**config.mk**
```make
export PLATFORM = sky130hd
export DESIGN_NAME = ram_sp_be_init
export DESIGN_NICKNAME = d
export VERILOG_FILES = /design/src/rtl/ram_sp_be_init.sv
export SDC_FILE = /design/constraint.sdc
export NUM_CORES = 2
export LEC_CHECK = 0
export BUFFER_PORTS_ARGS = -buffer_cell sky130_fd_sc_hd__buf_2
export CELL_PAD_IN_SITES_DETAIL_PLACEMENT = 1
export CELL_PAD_IN_SITES_GLOBAL_PLACEMENT = 1
export CORE_ASPECT_RATIO = 0.9
export CORE_MARGIN = 4
export CORE_UTILIZATION = 51
export DETAILED_ROUTE_END_ITERATION = 10
export GPL_TIMING_DRIVEN = 1
export PLACE_DENSITY = 0.78
export SYNTH_ARGS = -nofsm -noshare
export SYNTH_HDL_FRONTEND = slang
export SYNTH_SLANG_ARGS = --single-unit
```
**constraint.sdc**
```tcl
create_clock -name clk -period 14.74 [get_ports clk]
set_input_delay 0 -clock clk [delete_from_list [all_inputs] [get_ports clk]]
set_output_delay 0 -clock clk [all_outputs]
set_load 0.1 [all_outputs]
```
**src/rtl/ram_sp_be_init.sv**
```systemverilog
// rtl/ram_sp_be_init.sv - single-port RAM with byte-lane writes, registered read and clear engine
module ram_sp_be_init #(
    parameter int                DATA_W    = 16,
    parameter int                ADDR_W    = 8,
    parameter int                READ_MODE = 0,
    parameter logic [DATA_W-1:0] CLEAR_VAL = '0
) (
    input  logic                  clk,
    input  logic                  rst,
    input  logic                  init,
    input  logic                  en,
    input  logic                  we,
    input  logic [DATA_W/8-1:0]   be,
    input  logic [ADDR_W-1:0]     addr,
    input  logic [DATA_W-1:0]     din,
    output logic [DATA_W-1:0]     dout,
    output logic                  dout_valid,
    output logic                  ready
);

    localparam int NB    = DATA_W / 8;
    localparam int DEPTH = 1 << ADDR_W;

    localparam logic [0:0] ST_CLEAR = 1'b0;
    localparam logic [0:0] ST_RUN   = 1'b1;

    logic [DATA_W-1:0] mem [DEPTH];
    logic [0:0]        state;
    logic [ADDR_W-1:0] clr_addr;
    logic [DATA_W-1:0] old_word;
    logic [DATA_W-1:0] new_word;
    logic              mem_we;
    logic [ADDR_W-1:0] mem_waddr;
    logic [DATA_W-1:0] mem_wdata;

    // Merge enabled byte lanes of din over the currently stored word.
    always_comb begin
        old_word = mem[addr];
        new_word = old_word;
        for (int i = 0; i < NB; i++) begin
            if (be[i]) begin
                new_word[8*i +: 8] = din[8*i +: 8];
            end
        end
    end

    // Single write port shared by the clear engine and user writes; rst/init block both.
    always_comb begin
        mem_we    = 1'b0;
        mem_waddr = addr;
        mem_wdata = new_word;
        if (!rst && !init) begin
            if (state == ST_CLEAR) begin
                mem_we    = 1'b1;
                mem_waddr = clr_addr;
                mem_wdata = CLEAR_VAL;
            end else if (en && we) begin
                mem_we = 1'b1;
            end
        end
    end

    always_ff @(posedge clk) begin
        if (mem_we) begin
            mem[mem_waddr] <= mem_wdata;
        end
    end

    always_ff @(posedge clk) begin
        if (rst) begin
            state      <= ST_CLEAR;
            clr_addr   <= '0;
            ready      <= 1'b0;
            dout       <= '0;
            dout_valid <= 1'b0;
        end else if (init) begin
            state      <= ST_CLEAR;
            clr_addr   <= '0;
            ready      <= 1'b0;
            dout_valid <= 1'b0;
        end else if (state == ST_CLEAR) begin
            clr_addr   <= clr_addr + 1'b1;
            dout_valid <= 1'b0;
            if (&clr_addr) begin
                state <= ST_RUN;
                ready <= 1'b1;
            end
        end else if (en) begin
            dout_valid <= 1'b1;
            if (we && (READ_MODE == 0)) begin
                dout <= new_word;
            end else begin
                dout <= old_word;
            end
        end else begin
            dout_valid <= 1'b0;
        end
    end

endmodule

```
==> impl_results.md <==
- Status: complete, but fails checks
- Failing checks: capacitance limit, slew limit
- DRT Pass-1 Iters: 6
- HP Class: in -> reg
- Die area: 323000 um2
- Layout area overhead: 11.9%
- Vias in the first global route: a little under 90k
- Register area: roughly 120000 um2
- RSZ-0062 raised after global routing: no
- Slowest stage delay, CP: roughly 1.3 ns
- Register-to-Register Setup Slack: between 8 and 9 ns
- Post-cts repair resize count: 0
- CTS tree: done
- Layout cells sized above 1: 25.5%
- Via count: ~90k
- Top cell by count, worst path: buf_4
- Cells after Synth: approximately 7.4k
- Initial Util: roughly 51%
- Fin area: between 150000 and 200000 um2
- HPWL Detailed: approximately 310000 um
- Max IR drop VDD: between 0.0001 and 0.00015 V
- Crit path cell chain: buf_8, buf_4, buf_4, buf_4, or2_2, buf_4, o22ai_1, nor3_1, a31oi_1, a21oi_1, o21ai_1, o31ai_4, buf_12
- Hold_buf cts: 50
- CTS Buf Count: between 300 and 400
- I/O Pins: 49
- RR Endpoint: mem[50][3]
- Post-route ant nets: 0
- Synthesized area: about 160000 um2
- Row Count: approximately 190
- Global route overflow: 0
- Slew Limit Fails: 5
- Hold path depth: 4
- Vias per cell: a little over 7
- Final hold vios: 0
- Worst EP arrival: between 7 and 8 ns
- EDFF count, synth: between 4k and 5k
- Pin count of the biggest net entering global routing: between 200 and 300
- Final min period: between 7 and 8 ns
- Main synth FF type: edfxtp_1
- Final setup fails: 0
- # port buffers: 48
- Area of the multi-input gates: 33800 um2
- Yosys warning total: 0
- Reg2reg start: mem[148][3]
- Leading post-synthesis cells by cell area: edfxtp_1 77%, mux4_2 13%, mux2i_1 1.6%
- Area leader, netlist: edfxtp_1
- Endpoint, Worst Hold: mem[49][9]
- Filler Cell Count: roughly 26k
- Die Width: 598 um
- GRT Total Usage: roughly 33%
- H-tree lvl count: 5
- Setup crit end kind: flip-flop
- Max Cap Viol: 4
- Post-route DRC: 0
- Seq/Total Area, Yosys: 77.3%
- Crit-path slowest cell: a21oi_1
- Slew margin rel.: -5.91%
- Synth top area share: between 70 and 80%
- Initial DRC Count: between 15k and 20k
- Pwr/cell area: approximately 140 nW/um2
- Startpoint Class: input port
- Nets: about 8k
- Share of flip-flops with an asynchronous set or reset: 0%
- Post-Route WL: roughly 530000 um
- Core area: just over 300000 um2
- Period utilization: 50.1%
- Total negative slack: 0 ns
- Flops & latches, synth: a little over 4k
- Setup CP Type: in -> reg
- Critical path's top delay family: buffers and inverters
- Worst-margin pin slew: around 1.6 ns
- Global placer's final weighted congestion: about 0.94
- Initial antenna violation count: 49
- Post-CTS setup buffer count: 0
- Average cell area after synthesis: roughly 22 um2
- LEAKAGE: between 50 and 60 nW
- Root Buffer: clkbuf_16
- Worst Skew: around 0.11 ns
- R2R depth: 10
- Placed cell areas: 166000 um2
- Maximum clock path buffer count: 4
- Routed len/inst: 43.2 um
- Fmax: ~140 MHz
- Syn Nets: approximately 7.4k
- Worst-path clk slew: 0.06 ns
- Clk sinks: between 4k and 5k
- First-pass GRT wire length: 736000 um
- Hold path startpoint: be[1]
- CP bufs+invs: 6
- Max Fanout on Critical Path: 208
- Die H: between 500 and 600 um
- CP required: 15.25 ns
- Worst-skew pair later-pin latency: slightly below 1 ns
- Cell variety after synth: 90
## placed cells by master (no fill, tap or decap), types with 61 or more instances in the layout
master	n
a21oi_1	94
a22oi_1	98
buf_4	395
clkbuf_1	94
clkbuf_16	399
clkinv_1	81
clkinv_2	65
edfxtp_1	4096
mux2i_1	260
mux4_2	894
nand2_1	213
nor2_1	259
nor2_2	86
o21ai_0	61
o22ai_1	196
## worst register-to-register path: cells and delay by family (launching register included)
kind	cells	cell delay, ns
flops	1	0.33
mux	1	0.22
buf+inv	2	1.61
compound gates	5	2.47
simple gates	2	1.21
## where the power goes
part / total [mW] / internal, mW / switching, mW / leakage [nW]
Sequential: 13.2 / 13.2 / 0.00290 / 37.4
Clock: 9.89 / 5.42 / 4.47 / 5.91
Combinational: 1.61 / 0.398 / 1.22 / 13.1
## stage by stage
stage	hold WS (ns)	util, %	setup slack, ns	total power, mW	std cells
6_report	0.0230	57.5	7.36	24.7	12300
3_5_place_dp	0.353	53.4	7.06	14.9	11600
5_1_grt	0.0500	57.5	7.38	25.2	12300
3_3_place_gp	0.343	53.4	7.30	14.8	11600
4_1_cts	0.00982	57.4	7.95	24.6	12300
2_1_floorplan	0.222	-	0.279	14.4	7412
## per-layer routing
metal	routed length [um]	share of wire [%]	track usage, %	up-vias
met4	36200	6.8	18.3	32
met1	174000	33	42.9	45600
met5	235	0.044	0	-
met3	88100	17	13.4	1910
met2	234000	44	47.3	8620
li1	-	-	-	32200
## final cells by class
type	count	area share (%)
inverter	7	0.0168
antenna	36	0.0503
timing repair buffer	517	2.36
multi-input combinational	2852	18.9
sequential	4123	69.0
clock buffer	497	5.81
tap	4116	2.88
clock inverter	199	0.957
## sequential cells by signal (all words and copies together) (netlist names)
register    flops
mem          4096
dout_valid      1
clr_addr        8
dout           16
ready           1
state           1
## Yosys cell counts (42+ instances only)
| cell | instances |
|---|---|
| o22ai_1 | 196 |
| nor2_1 | 364 |
| a21oi_1 | 99 |
| edfxtp_1 | 4096 |
| a22oi_1 | 98 |
| a211oi_1 | 52 |
| buf_4 | 71 |
| nand2_1 | 215 |
| mux2i_1 | 260 |
| clkbuf_1 | 122 |
| buf_6 | 53 |
| buf_2 | 117 |
| a31oi_1 | 42 |
| mux4_2 | 894 |
| nor2b_1 | 43 |
| o21ai_0 | 62 |
| nor3_1 | 58 |
| nand3_1 | 60 |
## cell families after synthesis
group           Yosys count  synth area share (%)
xor+xnor                  6                0.0329
flops                  4123                  77.3
simple gates            872                  2.46
mux                    1231                  15.1
fa+ha+maj                 1               0.00782
compound gates          742                  3.17
buf+inv                 437                  1.94
## worst max-delay path by stage
stage	from	endpoint	slack, ns	depth (start not counted)
2_1_floorplan	addr[0]	mem[0][8]	0.28	15
3_3_place_gp	addr[0]	mem[10][3]	7.30	14
3_5_place_dp	addr[0]	mem[15][3]	7.06	14
4_1_cts	addr[0]	mem[38][3]	7.95	14
5_1_grt	addr[0]	mem[52][3]	7.38	14
6_report	addr[2]	mem[171][13]	7.36	13
No activity file was read; power rests on OpenSTA's default activity.
